File: config.mk
export PLATFORM = sky130hd
export DESIGN_NAME = buyruk_satir_doldurucu_flat
export DESIGN_NICKNAME = d
export VERILOG_FILES = /design/src/rtl/buyruk_satir_doldurucu_pkg.sv /design/src/rtl/buyruk_satir_doldurucu_if.sv /design/src/rtl/buyruk_satir_doldurucu.sv /design/src/flat_wrapper.sv
export SDC_FILE = /design/constraint.sdc
export NUM_CORES = 1
export LEC_CHECK = 0
export ABC_AREA = 1
export BUFFER_PORTS_ARGS = -buffer_cell sky130_fd_sc_hd__buf_2
export CORE_AREA = 2 2 191 118
export DETAILED_ROUTE_END_ITERATION = 10
export DIE_AREA = 0 0 193 120
export PLACE_DENSITY = 0.75
export SYNTH_ARGS = -nofsm -noshare
export SYNTH_HDL_FRONTEND = slang
export SYNTH_SLANG_ARGS = --single-unit
File: constraint.sdc
create_clock -name clk_i -period 1.6 [get_ports clk_i]
set_clock_uncertainty 0.1 [all_clocks]
set_input_delay 0 -clock clk_i [delete_from_list [all_inputs] [get_ports clk_i]]
set_output_delay 0 -clock clk_i [all_outputs]
set_load 0.02 [all_outputs]
File: src/rtl/buyruk_satir_doldurucu_pkg.sv
// Shared definitions for the instruction-cache line-refill engine:
// FSM state encoding and the default line geometry.
package buyruk_satir_doldurucu_pkg;

   localparam int VARSAYILAN_SATIR_KELIME = 4;
   localparam int VARSAYILAN_KELIME_BIT   = 32;
   localparam int VARSAYILAN_ADRES_BIT    = 32;

   typedef enum logic [1:0] {
      BOSTA = 2'd0,
      ISTE  = 2'd1,
      TAMAM = 2'd2
   } durum_t;

endpackage

File: src/rtl/buyruk_satir_doldurucu_if.sv
// Bundles the cache-controller request/response and memory read channels
// of the line-refill engine; slave is the engine side, master the environment.
interface buyruk_satir_doldurucu_if import buyruk_satir_doldurucu_pkg::*; #(
   parameter int SATIR_KELIME = VARSAYILAN_SATIR_KELIME,
   parameter int KELIME_BIT   = VARSAYILAN_KELIME_BIT,
   parameter int ADRES_BIT    = VARSAYILAN_ADRES_BIT
) ();

   logic                               istek_gecerli_i;
   logic [ADRES_BIT-1:0]               istek_adres_i;
   logic                               istek_hazir_o;
   logic                               yanit_gecerli_o;
   logic [ADRES_BIT-1:0]               yanit_adres_o;
   logic [SATIR_KELIME*KELIME_BIT-1:0] yanit_satir_o;
   logic                               yanit_hata_o;
   logic                               bellek_istek_gecerli_o;
   logic                               bellek_istek_hazir_i;
   logic [ADRES_BIT-1:0]               bellek_adres_o;
   logic                               bellek_veri_gecerli_i;
   logic [KELIME_BIT-1:0]              bellek_veri_i;
   logic                               bellek_hata_i;

   modport slave (
      input  istek_gecerli_i, istek_adres_i,
      output istek_hazir_o,
      output yanit_gecerli_o, yanit_adres_o, yanit_satir_o, yanit_hata_o,
      output bellek_istek_gecerli_o, bellek_adres_o,
      input  bellek_istek_hazir_i,
      input  bellek_veri_gecerli_i, bellek_veri_i, bellek_hata_i
   );

   modport master (
      output istek_gecerli_i, istek_adres_i,
      input  istek_hazir_o,
      input  yanit_gecerli_o, yanit_adres_o, yanit_satir_o, yanit_hata_o,
      input  bellek_istek_gecerli_o, bellek_adres_o,
      output bellek_istek_hazir_i,
      output bellek_veri_gecerli_i, bellek_veri_i, bellek_hata_i
   );

endinterface

File: src/rtl/buyruk_satir_doldurucu.sv
// Instruction-cache line-refill engine: issues critical-word-first word reads,
// assembles the returned words into a line and returns it in a one-cycle response.
module buyruk_satir_doldurucu import buyruk_satir_doldurucu_pkg::*; #(
   parameter int SATIR_KELIME = VARSAYILAN_SATIR_KELIME,
   parameter int KELIME_BIT   = VARSAYILAN_KELIME_BIT,
   parameter int ADRES_BIT    = VARSAYILAN_ADRES_BIT
) (
   input  logic                    clk_i,
   input  logic                    rst_i,
   buyruk_satir_doldurucu_if.slave bus
);

   localparam int IW = $clog2(SATIR_KELIME);
   localparam int CW = IW + 1;
   localparam logic [CW-1:0]        SON       = CW'(SATIR_KELIME);
   localparam logic [CW-1:0]        SON_EKSI  = CW'(SATIR_KELIME - 1);
   localparam logic [ADRES_BIT-1:0] SATIR_MASKE = ADRES_BIT'(SATIR_KELIME * 4 - 1);

   durum_t                                durum, sonraki_durum;
   logic [ADRES_BIT-1:0]                  taban;
   logic [IW-1:0]                         baslangic;
   logic [CW-1:0]                         iste_say, al_say;
   logic                                  hata;
   logic [SATIR_KELIME-1:0][KELIME_BIT-1:0] satir;

   logic          kabul, iste_el, veri_al;
   logic [IW-1:0] iste_yuva, al_yuva;

   assign kabul   = (durum == BOSTA) && bus.istek_gecerli_i;
   assign iste_el = (durum == ISTE) && (iste_say < SON) && bus.bellek_istek_hazir_i;
   assign veri_al = (durum == ISTE) && (al_say < SON) && bus.bellek_veri_gecerli_i;

   // Slot arithmetic is IW bits wide so the fetch order wraps within the line.
   assign iste_yuva = baslangic + iste_say[IW-1:0];
   assign al_yuva   = baslangic + al_say[IW-1:0];

   // NOTE: registers are updated with <= so every flop samples pre-edge values.
   always_ff @(posedge clk_i) begin
      if (!rst_i) durum <= BOSTA;
      else        durum <= sonraki_durum;
   end

   // NOTE: default assignment first so no path leaves the variable unassigned (no latch).
   always_comb begin
      sonraki_durum = durum;
      unique case (durum)
         BOSTA:   if (bus.istek_gecerli_i) sonraki_durum = ISTE;
         ISTE:    if (veri_al && (al_say == SON_EKSI)) sonraki_durum = TAMAM;
         TAMAM:   sonraki_durum = BOSTA;
         default: sonraki_durum = BOSTA;
      endcase
   end

   // NOTE: the line register is reset as well, so it never presents stale content.
   always_ff @(posedge clk_i) begin
      if (!rst_i) begin
         taban     <= '0;
         baslangic <= '0;
         iste_say  <= '0;
         al_say    <= '0;
         hata      <= 1'b0;
         satir     <= '0;
      end else if (kabul) begin
         taban     <= bus.istek_adres_i & ~SATIR_MASKE;
         baslangic <= bus.istek_adres_i[IW+1:2];
         iste_say  <= '0;
         al_say    <= '0;
         hata      <= 1'b0;
      end else begin
         if (iste_el) iste_say <= iste_say + CW'(1);
         if (veri_al) begin
            satir[al_yuva] <= bus.bellek_veri_i;
            hata           <= hata | bus.bellek_hata_i;
            al_say         <= al_say + CW'(1);
         end
      end
   end

   // Every output is forced low while reset is held, including the ready flag.
   always_comb begin
      bus.istek_hazir_o          = 1'b0;
      bus.bellek_istek_gecerli_o = 1'b0;
      bus.bellek_adres_o         = '0;
      bus.yanit_gecerli_o        = 1'b0;
      bus.yanit_adres_o          = '0;
      bus.yanit_satir_o          = '0;
      bus.yanit_hata_o           = 1'b0;
      if (rst_i) begin
         bus.istek_hazir_o          = (durum == BOSTA);
         bus.bellek_istek_gecerli_o = (durum == ISTE) && (iste_say < SON);
         bus.bellek_adres_o         = taban | (ADRES_BIT'(iste_yuva) << 2);
         bus.yanit_gecerli_o        = (durum == TAMAM);
         bus.yanit_adres_o          = taban;
         bus.yanit_satir_o          = satir;
         bus.yanit_hata_o           = hata;
      end
   end

endmodule

File: src/flat_wrapper.sv
// flat-port wrapper written by rule: the top's interface ports become plain ports
module buyruk_satir_doldurucu_flat import buyruk_satir_doldurucu_pkg::*;
#(
   parameter int SATIR_KELIME = VARSAYILAN_SATIR_KELIME,
   parameter int KELIME_BIT   = VARSAYILAN_KELIME_BIT,
   parameter int ADRES_BIT    = VARSAYILAN_ADRES_BIT
)
  (clk_i, rst_i, bus_istek_gecerli_i, bus_istek_adres_i, bus_istek_hazir_o, bus_yanit_gecerli_o, bus_yanit_adres_o, bus_yanit_satir_o, bus_yanit_hata_o, bus_bellek_istek_gecerli_o, bus_bellek_adres_o, bus_bellek_istek_hazir_i, bus_bellek_veri_gecerli_i, bus_bellek_veri_i, bus_bellek_hata_i);
  buyruk_satir_doldurucu_if #(.SATIR_KELIME(SATIR_KELIME), .KELIME_BIT(KELIME_BIT), .ADRES_BIT(ADRES_BIT)) bus_i ();
  input  logic clk_i;
  input  logic rst_i;
  input wire logic [$bits(bus_i.istek_gecerli_i)-1:0] bus_istek_gecerli_i;
  input wire logic [$bits(bus_i.istek_adres_i)-1:0] bus_istek_adres_i;
  output wire logic [$bits(bus_i.istek_hazir_o)-1:0] bus_istek_hazir_o;
  output wire logic [$bits(bus_i.yanit_gecerli_o)-1:0] bus_yanit_gecerli_o;
  output wire logic [$bits(bus_i.yanit_adres_o)-1:0] bus_yanit_adres_o;
  output wire logic [$bits(bus_i.yanit_satir_o)-1:0] bus_yanit_satir_o;
  output wire logic [$bits(bus_i.yanit_hata_o)-1:0] bus_yanit_hata_o;
  output wire logic [$bits(bus_i.bellek_istek_gecerli_o)-1:0] bus_bellek_istek_gecerli_o;
  output wire logic [$bits(bus_i.bellek_adres_o)-1:0] bus_bellek_adres_o;
  input wire logic [$bits(bus_i.bellek_istek_hazir_i)-1:0] bus_bellek_istek_hazir_i;
  input wire logic [$bits(bus_i.bellek_veri_gecerli_i)-1:0] bus_bellek_veri_gecerli_i;
  input wire logic [$bits(bus_i.bellek_veri_i)-1:0] bus_bellek_veri_i;
  input wire logic [$bits(bus_i.bellek_hata_i)-1:0] bus_bellek_hata_i;
  assign bus_i.istek_gecerli_i = bus_istek_gecerli_i;
  assign bus_i.istek_adres_i = bus_istek_adres_i;
  assign bus_istek_hazir_o = bus_i.istek_hazir_o;
  assign bus_yanit_gecerli_o = bus_i.yanit_gecerli_o;
  assign bus_yanit_adres_o = bus_i.yanit_adres_o;
  assign bus_yanit_satir_o = bus_i.yanit_satir_o;
  assign bus_yanit_hata_o = bus_i.yanit_hata_o;
  assign bus_bellek_istek_gecerli_o = bus_i.bellek_istek_gecerli_o;
  assign bus_bellek_adres_o = bus_i.bellek_adres_o;
  assign bus_i.bellek_istek_hazir_i = bus_bellek_istek_hazir_i;
  assign bus_i.bellek_veri_gecerli_i = bus_bellek_veri_gecerli_i;
  assign bus_i.bellek_veri_i = bus_bellek_veri_i;
  assign bus_i.bellek_hata_i = bus_bellek_hata_i;
  buyruk_satir_doldurucu #(.SATIR_KELIME(SATIR_KELIME), .KELIME_BIT(KELIME_BIT), .ADRES_BIT(ADRES_BIT)) u_core (.clk_i(clk_i), .rst_i(rst_i), .bus(bus_i));
endmodule
==> key figures, run 1 <==
Status
  – Status: finished, violations left
  – Failing checks: negative hold slack, negative setup slack

Floorplan
  – Core area: 21500 µm²
  – Die H: ~120 µm
  – Die area: roughly 23000 µm²
  – Row count: 42
  – Starting density of the core: 0.392
  – Die X: between 150 and 200 µm
  – # IOs: between 200 and 300

Clock network
  – Total clock sinks: ~170
  – H-tree levels: 4
  – Maximum clock path buffer count: 2
  – Total CTS buffers: 17
  – Hold_buf cts: 70
  – Clk_lat worst skew: roughly 440 ps
  – Root Driver: clkbuf_16
  – Worst-path clk slew: roughly 70 ps
  – CTS tree: yes

Worst setup path
  – Worst Path Required: between 1500 and 2000 ps
  – Crit Path Category: reg2reg
  – Crit-path max FO: 8
  – Startpoint Class: flip-flop
  – CP arrival: between 1500 and 2000 ps
  – Crit. Startpoint: u_core.baslangic[0]
  – CP Capture Type: flip-flop
  – Reg-to-Reg Start: u_core.baslangic[0]

STA
  – Max-slew violations: 0
  – Worst Tran Pin Value: between 600 and 700 ps
  – RSZ-0062 raised after global routing: yes
  – Slew HR: 0.581
  – Hold_ws: -187 ps
  – Setup violators final: 96
  – Min cycle time layout: 1660 ps
  – Tcrit/Tclk final: 1.04
  – Fmax: roughly 0.6 GHz
  – Final hold vios: 12
  – Crit path setup slack, layout: -64.4 ps

Placement
  – I/O Buffers: approximately 260
  – Placer Congestion: roughly 0.85
  – Placed Cells: 1768
  – Cell Area, Placed: roughly 9800 µm²
  – Place WS: -240 ps
  – Dpl hpwl: 15900 µm

Global route
  – Grt total ovfl: 0
  – First-pass GRT wire length: 39600 µm
  – Gr usage total: 0.215
  – Largest net degree at the start of global routing: 77
  – Number of global-route vias before repair: 7971
  – Initial antenna violation count: 0

Logic synthesis
  – Cells after Synth: roughly 1300
  – Netlist cell types: 24
  – Synthesis-stage register bit count: roughly 170
  – Post-synthesis sequential area ratio: 0.396
  – Syn Area/Cell: 6.46 µm²
  – Post-synthesis cell area: between 8000 and 9000 µm²
  – Yosys warns: 0

Drt
  – Wire per inst: roughly 14 µm
  – Drt drc: 0
  – Post-route ant nets: 0
  – Final wirelength: ~27000 µm
  – Via density: between 4 and 5
  – Iteration-0 DRC count of the detailed router: around 630
  – Drt first pass iters: 5
  – Vias post-DR: 9142

Layout
  – Final instance area: 12200 µm²
  – Share of cells above drive strength 1: 0.278
  – Antenna Cells: 0
  – Layout Nets: 1685
  – Post-Layout Cell Count: approximately 1900
  – Commonest non-fill, non-tap cell in the layout: nand2_1
  – Synthesis-to-finish area growth: 44.6%
  – Most frequent cells in the layout: 291 x nand2_1, 255 x buf_2, 228 x inv_1

Power and ir drop
  – Peak VDD IR: between 700 and 800 µV
  – Pwr dens: between 800 and 900 nW/µm²
  – LEAKAGE: roughly 7 nW

Hold path
  – Worst Min Path Start: rst_i
  – Type of the worst min-delay path: in2reg

Job
  – Max-capacitance violation count: 0
## sequential cells by signal, summed over array words and instances (netlist names)
name              count
u_core.iste_say       3
u_core.durum          2
u_core.baslangic      2
u_core.satir        128
u_core.taban         28
u_core.hata           1
u_core.al_say         3
## metal layers
metal / up-vias / global-route usage / share of wire
li1: 4556 / - / -
met1: 4184 / 0.284 / 0.45
met2: 360 / 0.349 / 0.46
met3: 42 / 0.0503 / 0.071
met4: 0 / 0.0663 / 0.020
met5: - / 0 / 0
## worst paths after layout
kind | endpoint | slack [ps] | cells after the start
hold reg to reg | u_core.hata | 370 | 2
hold / removal | u_core.satir[96] | -190 | 3
setup reg to reg | u_core.satir[82] | -60 | 11
setup / recovery | u_core.satir[82] | -60 | 11
## area by class of cell
class	count	area (µm²)
flip-flops and latches	167	3350
fillers	1987	9330
clock buffers	19	453
multi-input cells	786	3790
clock inverters	13	171
well taps	286	358
inverters	232	873
repair buffers	406	3220
## stage by stage
step / utilization / hold WS [ps] / TNS (ps) / power, mW
2_1_floorplan: - / 42.9 / 0 / 5.65
3_3_place_gp: 0.457 / 142 / -8240 / 6.08
3_5_place_dp: 0.457 / 147 / -13630 / 6.11
4_1_cts: 0.533 / -215 / -551 / 10.7
5_1_grt: 0.567 / -212 / -12420 / 11.4
6_report: 0.567 / -187 / -2640 / 10.9
## report_power, final
group | total, mW | switching, mW | internal (mW)
clock network | 4.38 | 1.81 | 2.56
logic | 2.11 | 1.22 | 0.889
registers | 4.46 | 0.107 | 4.35
## Yosys cell counts
master	n	area [µm²]
a21oi_1	68	340
inv_1	230	863
o22ai_1	1	6.26
buf_1	15	56.3
buf_4	40	300
nor2_4	5	56.3
buf_2	46	230
a211oi_1	1	7.51
xor2_1	3	26.3
conb_1	1	3.75
nor2_1	202	758
o21ai_0	28	140
nand2_1	296	1110
nand2_2	2	12.5
buf_6	11	124
nand3_1	97	485
clkbuf_1	17	63.8
dfxtp_1	167	3340
xnor2_1	1	8.76
ha_1	5	62.6
nand4_1	66	413
nor3_1	3	15.0
nand2_4	1	11.3
inv_2	2	7.51
## critical path, stage by stage (launching register included)
cell and delay [ps]:
dfxtp_4 360, ha_4 160, nand2_2 100, nand2_2 70, nand2_2 90, nand2_4 80, buf_6 130, nor2_4 120
buf_6 130, buf_12 130, nor2_2 30, nor2_1 100
## what timing repair did
action                                  4_1_cts  5_1_grt
gates cloned                                  4       19
hold endpoints to repair                    165       11
endpoints found under the setup margin      129      132
pin swaps                                    28       34
resized for setup                            45       68
buffers inserted                              9       10
## cell families after synthesis
kind of cell | Yosys count | share of synthesized area
other | 1 | 0.000444
DFF | 167 | 0.396
and+or+nand+nor | 672 | 0.339
xor gates and xnor gates | 4 | 0.00415
AOI/OAI and AO/OA | 98 | 0.0585
adders and majority gates | 5 | 0.00741
buffers and inverters | 361 | 0.195
Power figures use the tool's default switching activity.
==> run 2: changes to the inputs <==
--- a/config.mk
+++ b/config.mk
@@ -5,12 +5,12 @@
 export SDC_FILE = /design/constraint.sdc
 export NUM_CORES = 1
 export LEC_CHECK = 0
-export ABC_AREA = 1
+export ABC_AREA = 0
 export BUFFER_PORTS_ARGS = -buffer_cell sky130_fd_sc_hd__buf_2
 export CORE_AREA = 2 2 191 118
 export DETAILED_ROUTE_END_ITERATION = 10
 export DIE_AREA = 0 0 193 120
-export PLACE_DENSITY = 0.75
+export PLACE_DENSITY = 0.67
 export SYNTH_ARGS = -nofsm -noshare
 export SYNTH_HDL_FRONTEND = slang
 export SYNTH_SLANG_ARGS = --single-unit
==> key figures, run 2 <==
Logic synthesis
  – Asr flop ratio synth: 0 (unchanged)
  – Commonest cells in the netlist: 167 x dfxtp_1, 159 x and2_1, 130 x a21oi_1, 128 x nand4_1, 78 x o31ai_1
  – Synth Flop Type: dfxtp_1
  – Number of synthesized flops with an enable pin: 0 (unchanged)
  – Count leader, synth: dfxtp_1
  – Post-synthesis cell area: 8450 µm² (unchanged)
  – Netlist cell types: 33 (+38%)
  – Cells after Synth: 943 (-28%)
  – Post-synthesis sequential area ratio: 0.396 (unchanged)
  – Post-synth top area share: 0.396 (unchanged)
  – Yosys warns: 0 (unchanged)
  – Syn Area/Cell: 8.96 µm² (+39%)
  – Synth area leader: dfxtp_1
  – Synthesis-stage register bit count: 167 (unchanged)
  – Largest cells by area after synthesis: dfxtp_1 40%, and2_1 12%, nand4_1 9.5%

Worst setup path
  – FF-to-FF path depth: 5 (-6)
  – Crit-path max FO: 7 (-1)
  – Critical-path cell list: xnor3_4, buf_12, buf_16, o31ai_2, a21oi_1
  – Worst path slowest cell: xnor3_4
  – Critical Path Stages: 5 (-6)
  – Slowest stage delay, CP: 570 ps (+210 ps)
  – CP Capture Type: flip-flop
  – Crit Path Category: reg2reg
  – Reg-to-Reg Start: u_core.baslangic[1]
  – Crit. Startpoint: u_core.baslangic[1]
  – Worst Path Required: 1810 ps (-60 ps)
  – Startpoint Class: flip-flop
  – R2R Setup Slk: -230 ps (-160 ps)
  – CP top delay family: XOR/XNOR gates
  – Crit path capture: u_core.satir[65]
  – CP arrival: 2030 ps (+90 ps)
  – Buf+Inv Stages, Crit Path: 2 (-1)
  – Reg2reg end: u_core.satir[65]

Status
  – Status: finished, violations left
  – Failing checks: negative setup slack

STA
  – Max-slew violations: 0 (unchanged)
  – RSZ-0062 raised after global routing: yes
  – Slew HR: 0.661 (+0.0809)
  – Tcrit/Tclk final: 1.14 (+0.101)
  – Worst Tran Pin Value: 508 ps (-119 ps)
  – Setup violators final: 129 (+34%)
  – Fmax: 0.548 GHz (-8.9%)
  – Min cycle time layout: 1830 ps (+162 ps)
  – Final hold vios: 0 (-12)
  – Crit path setup slack, layout: -226 ps (-162 ps)

Clock network
  – Maximum clock path buffer count: 2 (unchanged)
  – Total CTS buffers: 17 (unchanged)
  – H-tree levels: 4 (unchanged)
  – Total clock sinks: 167 (unchanged)
  – CTS tree: yes
  – Clk_lat worst skew: 430 ps (about the same)
  – Worst-path clk slew: 70 ps (about the same)
  – Root Driver: clkbuf_16

Layout
  – Largest Register: u_core.satir
  – Most frequent cells in the layout: 253 x buf_2, 163 x dfxtp_1, 157 x and2_1
  – Antenna Cells: 0 (unchanged)
  – Share of cells above drive strength 1: 0.397 (+0.119)
  – Max FFs per register: 128 (unchanged)
  – Layout Nets: 1277 (-24%)
  – Commonest non-fill, non-tap cell in the layout: buf_2
  – # fillers: 1870 (-5.9%)
  – Top flop regs: u_core.satir: 128 flops, u_core.taban: 28 flops
  – Layout Utilization: 0.589 (+0.0218)
  – Final instance area: 12700 µm² (+3.8%)
  – Synthesis-to-finish area growth: 50.2%

Placement
  – I/O Buffers: 257 (unchanged)
  – Cell Area, Placed: 9890 µm² (+0.52%)
  – Dpl hpwl: 19000 µm (+19%)
  – Placer Congestion: 0.827 (-3.2%)

Hold path
  – Type of the worst min-delay path: in2reg

Drt
  – Drt drc: 0 (unchanged)
  – Final wirelength: 33900 µm (+23%)
  – Vias post-DR: 8853 (-3.2%)
  – Via density: 5.90 (+23%)
  – Drt first pass iters: 7 (+2)
  – Iteration-0 DRC count of the detailed router: 805 (+28%)
  – Wire per inst: 22.6 µm (+57%)
  – Post-route ant nets: 0 (unchanged)

Floorplan
  – Starting density of the core: 0.392 (unchanged)
  – Die X: 193 µm (unchanged)
  – # IOs: 266 (unchanged)
  – Row count: 42 (unchanged)
  – Die H: 120 µm (unchanged)
  – Die area: 23200 µm² (unchanged)
  – Core area: 21500 µm² (unchanged)

Global route
  – Initial antenna violation count: 0 (unchanged)
  – Gr usage total: 0.269 (+0.0542)
  – Grt total ovfl: 0 (unchanged)
  – Number of global-route vias before repair: 8082 (+1.4%)
  – Largest net degree at the start of global routing: 93 (+21%)
  – First-pass GRT wire length: 47500 µm (+20%)

Power and ir drop
  – LEAKAGE: 5.02 nW (-28%)
  – Peak VDD IR: 780 µV (+6.2%)
  – Pwr dens: 860 nW/µm² (-4.0%)
  – Total power: 10.9 mW (-0.30%)

Job
  – Max-capacitance violation count: 0 (unchanged)
run 2: changes by cell type after synthesis, sizes merged, moves of 30 or more:
cell,previous run,this run
nand2,299,2
inv,232,4
nor2,207,11
and2,0,159
o31ai,0,128
nand3,97,0
a21oi,68,130
nand4,66,128
clkbuf,17,71
a22o,0,30
run 2: cell families (layout without fill, tap and decap cells):
kind of cell,after synthesis,in the layout,synth area share
buffers and inverters,162,429,0.104
AOI/OAI and AO/OA,293,293,0.256
DFF,167,167,0.396
xor gates and xnor gates,5,5,0.00859
other,1,6,0.000444
and+or+nand+nor,309,309,0.227
muxes,1,1,0.00119
adders and majority gates,5,5,0.00741
run 2: worst min-delay path by stage:
stage	startpoint	cells after the start	slack (ps)	end
after global placement	bus_istek_adres_i[6]	2	110	u_core.taban[6]
after detailed placement	bus_istek_adres_i[24]	2	110	u_core.taban[24]
after floorplan	bus_istek_adres_i[2]	1	30	u_core.baslangic[0]
after global routing	rst_i	4	50	u_core.al_say[1]
final	rst_i	4	30	u_core.al_say[1]
after CTS	rst_i	4	10	u_core.al_say[1]
run 2: cell type report:
type                    instances  area (µm²)  share of cell area
multi-input cells             619        5170               0.408
flip-flops and latches        167        3350               0.264
repair buffers                393        3180               0.251
clock buffers                  22         464              0.0366
well taps                     286         358              0.0282
clock inverters                10         143              0.0112
inverters                       4        20.0             0.00158
run 2: worst reg2reg max path: stages (launching register included):
cell and delay, ps:
dfxtp_2 340, xnor3_4 570, buf_12 210, buf_16 160, o31ai_2 210, a21oi_1 100
run 2: per-layer routing:
| layer | wire length (µm) | global-route usage |
|---|---|---|
| met1 | 15100 | 0.393 |
| met3 | 3250 | 0.0740 |
| met5 | 0 | 0 |
| met2 | 14900 | 0.387 |
| met4 | 657 | 0.0724 |
run 2: power breakdown:
part	total, mW	internal (mW)	switching (mW)
registers	4.34	4.27	0.0742
logic	2.21	0.826	1.39
clock network	4.35	2.55	1.80
run 2: repair_timing:
action | 4_1_cts | 5_1_grt
pin swaps | 13 | 62
endpoints found under the setup margin | 130 | 131
setup buffers | 3 | 3
gates cloned | 9 | 10
endpoints found under the hold margin | 165 | 0
resized for setup | 39 | 118
hold buffers | 68 | 0
run 2: through the flow:
stage | std cells | worst slack [ps] | hold slack, ps | TNS (ps)
global placement | 1376 | -120 | 110 | -5980
floorplan | 948 | -129 | 25.7 | -3090
detailed placement | 1376 | -190 | 111 | -9600
CTS | 1488 | -203 | 13.8 | -18720
global route | 1501 | -264 | 50.4 | -25130
finish | 1501 | -226 | 32.3 | -20970
==> run 3: changes to the inputs <==
--- a/config.mk
+++ b/config.mk
@@ -8,6 +8,7 @@
 export ABC_AREA = 0
 export BUFFER_PORTS_ARGS = -buffer_cell sky130_fd_sc_hd__buf_2
 export CORE_AREA = 2 2 191 118
+export CTS_BUF_LIST = sky130_fd_sc_hd__clkbuf_4
 export DETAILED_ROUTE_END_ITERATION = 10
 export DIE_AREA = 0 0 193 120
 export PLACE_DENSITY = 0.67
==> constraint.sdc (replaced) <==
create_clock -name clk_i -period 1.6 [get_ports clk_i]
set_clock_uncertainty 0.1 [all_clocks]
set_input_delay 0 -clock clk_i [delete_from_list [all_inputs] [get_ports clk_i]]
set_output_delay 0 -clock clk_i [all_outputs]
set_load 0.1 [all_outputs]
==> key figures, run 3 (same netlist as run 2, synthesis figures left out) <==
Status
  – Status: finished, violations left
  – Failing checks: negative setup slack

Clock network
  – Clk_lat worst skew: 570 ps (+140 ps)
  – Root Driver: clkbuf_4
  – Hold_buf cts: 66 (-2.9%)
  – H-tree levels: 4 (unchanged)
  – Worst-path clk slew: 160 ps (+90 ps)
  – Maximum clock path buffer count: 2 (unchanged)
  – CTS tree: yes
  – Total clock sinks: 167 (unchanged)
  – Total CTS buffers: 17 (unchanged)

Placement
  – Placer Congestion: 0.828 (+0.11%)
  – Placed Cells: 1364 (-0.87%)
  – I/O Buffers: 257 (unchanged)
  – Dpl hpwl: 17000 µm (-11%)

Hold path
  – Worst Min Path Start: rst_i
  – Type of the worst min-delay path: in2reg
  – Hold path depth: 5 (+1)
  – Worst hold endpoint: u_core.durum[0]

Drt
  – Iteration-0 DRC count of the detailed router: 1085 (+35%)
  – Vias post-DR: 9461 (+6.9%)
  – Via density: 6.19 (+4.9%)
  – Drt drc: 0 (unchanged)
  – Drt first pass iters: 6 (-1)
  – Final wirelength: 38600 µm (+14%)
  – Post-route ant nets: 0 (unchanged)
  – Wire per inst: 25.2 µm (+12%)

Global route
  – First-pass GRT wire length: 53100 µm (+12%)
  – Number of global-route vias before repair: 8977 (+11%)
  – Gr usage total: 0.296 (+0.0269)
  – Largest net degree at the start of global routing: 129 (+39%)
  – Grt total ovfl: 0 (unchanged)
  – Initial antenna violation count: 1 (+1)

Floorplan
  – Starting density of the core: 0.392 (unchanged)
  – Row count: 42 (unchanged)
  – Die area: 23200 µm² (unchanged)
  – # IOs: 266 (unchanged)
  – Die H: 120 µm (unchanged)
  – Core area: 21500 µm² (unchanged)
  – Die X: 193 µm (unchanged)

Worst setup path
  – Worst Path Required: 1960 ps (+150 ps)
  – Startpoint Class: flip-flop
  – Slowest stage delay, CP: 450 ps (-120 ps)
  – FF-to-FF path depth: 6 (+1)
  – CP arrival: 2400 ps (+370 ps)
  – Worst path slowest cell: dfxtp_1
  – Reg-to-Reg Start: u_core.al_say[0]
  – CP Capture Type: flip-flop
  – Crit-path max FO: 14 (+7)
  – R2R Setup Slk: -430 ps (-200 ps)
  – Critical-path cell list: ha_4, xor3_4, buf_12, buf_16, o31ai_1, a21oi_1
  – Reg2reg end: u_core.satir[33]
  – Crit Path Category: reg2reg

STA
  – RSZ-0062 raised after global routing: yes
  – Setup violators final: 133 (+3.1%)
  – Worst Tran Pin Value: 788 ps (+281 ps)
  – Tcrit/Tclk final: 1.27 (+0.128)
  – Max-slew violations: 0 (unchanged)
  – Crit path setup slack, layout: -430 ps (-204 ps)
  – Slew HR: 0.474 (-0.187)
  – Fmax: 0.493 GHz (-10%)
  – Final hold vios: 0 (unchanged)
  – Min cycle time layout: 2030 ps (+204 ps)

Layout
  – Synthesis-to-finish area growth: 83.7%
  – Max FFs per register: 128 (unchanged)
  – Most frequent cells in the layout: 154 x dfxtp_1, 129 x and2_1, 128 x nand4_1
  – Layout Utilization: 0.720 (+0.132)
  – Post-Layout Cell Count: 1529 (+1.9%)
  – Layout Nets: 1304 (+2.1%)
  – Top flop regs: u_core.satir: 128 flops, u_core.taban: 28 flops
  – Commonest non-fill, non-tap cell in the layout: dfxtp_1
  – Share of cells above drive strength 1: 0.486 (+0.0896)
  – Largest Register: u_core.satir

Power and ir drop
  – Clock share of power: 0.263 (-0.136)
  – Share of power burned in registers: 0.412 (+0.014)
  – Comb power frac: 0.325 (+0.122)
  – P_int: 6.54 mW (-14%)
  – Sw frac: 0.384 (+0.0844)
  – Pwr dens: 684 nW/µm² (-20%)
  – LEAKAGE: 5.52 nW (+9.8%)
  – Switch Pwr: 4.07 mW (+25%)
  – Peak VDD IR: 525 µV (-33%)

Job
  – Max-capacitance violation count: 0 (unchanged)
run 3: cell count changes in the layout (fill, tap and decap cells not counted), sizes merged:
cell	before	now
xor3	1	2
xnor3	1	2
diode	0	1
inv	6	7
clkbuf	30	29
dlygate4sd3	68	66
buf	314	340
clkinv	1	5
bufbuf	3	0
run 3: how the worst max path moves through the flow:
stage	to	start	cells past startpoint	slack [ps]
6_report	u_core.satir[33]	u_core.al_say[0]	6	-430
4_1_cts	bus_bellek_adres_o[3]	u_core.baslangic[0]	6	-450
3_5_place_dp	u_core.satir[55]	u_core.al_say[0]	5	-140
5_1_grt	bus_bellek_adres_o[3]	u_core.baslangic[0]	6	-480
2_1_floorplan	u_core.satir[100]	u_core.al_say[0]	6	-130
3_3_place_gp	u_core.satir[123]	u_core.al_say[0]	5	-90
run 3: worst max-delay path: cells and delay by family, from the launching register on:
family / cells / cell delay, ps
flops: 1 / 450
xor+xnor: 1 / 420
compound gates: 2 / 400
buf+inv: 2 / 340
fa+ha+maj: 1 / 200
run 3: timing repair:
item / CTS / global route
pin swaps: 127 / 94
resized for setup: 292 / 134
setup endpoints to repair: 219 / 162
setup buffers: 28 / 6
endpoints found under the hold margin: 167 / 1
gates cloned: 32 / 7
run 3: final cells by class:
| type | instances | area (µm²) |
|---|---|---|
| multi-input cells | 621 | 5960 |
| repair buffers | 418 | 5510 |
| clock inverters | 15 | 178 |
| clock buffers | 17 | 128 |
| inverters | 4 | 22.5 |
| diodes | 1 | 2.50 |
| flip-flops and latches | 167 | 3360 |
| well taps | 286 | 358 |
| fillers | 1363 | 6030 |
run 3: power by group through the flow:
stage	logic (mW)	clock network (mW)	registers [mW]
2_1_floorplan	1.59	0	4.40
3_3_place_gp	2.14	0	4.42
3_5_place_dp	2.15	0	4.42
4_1_cts	3.18	2.77	4.35
5_1_grt	3.54	2.96	4.38
6_report	3.45	2.79	4.37
run 3: per-stage QoR:
stage	total power, mW	hold WS (ps)	TNS [ps]	cell area [µm²]	setup slack (ps)
5_1_grt	10.9	26.1	-47210	15500	-478
3_3_place_gp	6.55	109	-6780	11300	-89.9
2_1_floorplan	5.99	25.7	-3160	8540	-129
3_5_place_dp	6.57	114	-11190	11300	-137
6_report	10.6	12.0	-41030	15500	-430
4_1_cts	10.3	-68.1	-33200	14800	-452
run 3: per-layer routing:
layer	share of wire	vias to the layer above	GRT usage
met2	0.48	603	0.479
met3	0.093	134	0.0722
met5	0.00034	-	0
met1	0.39	4644	0.388
li1	-	4078	-
met4	0.035	2	0.0975
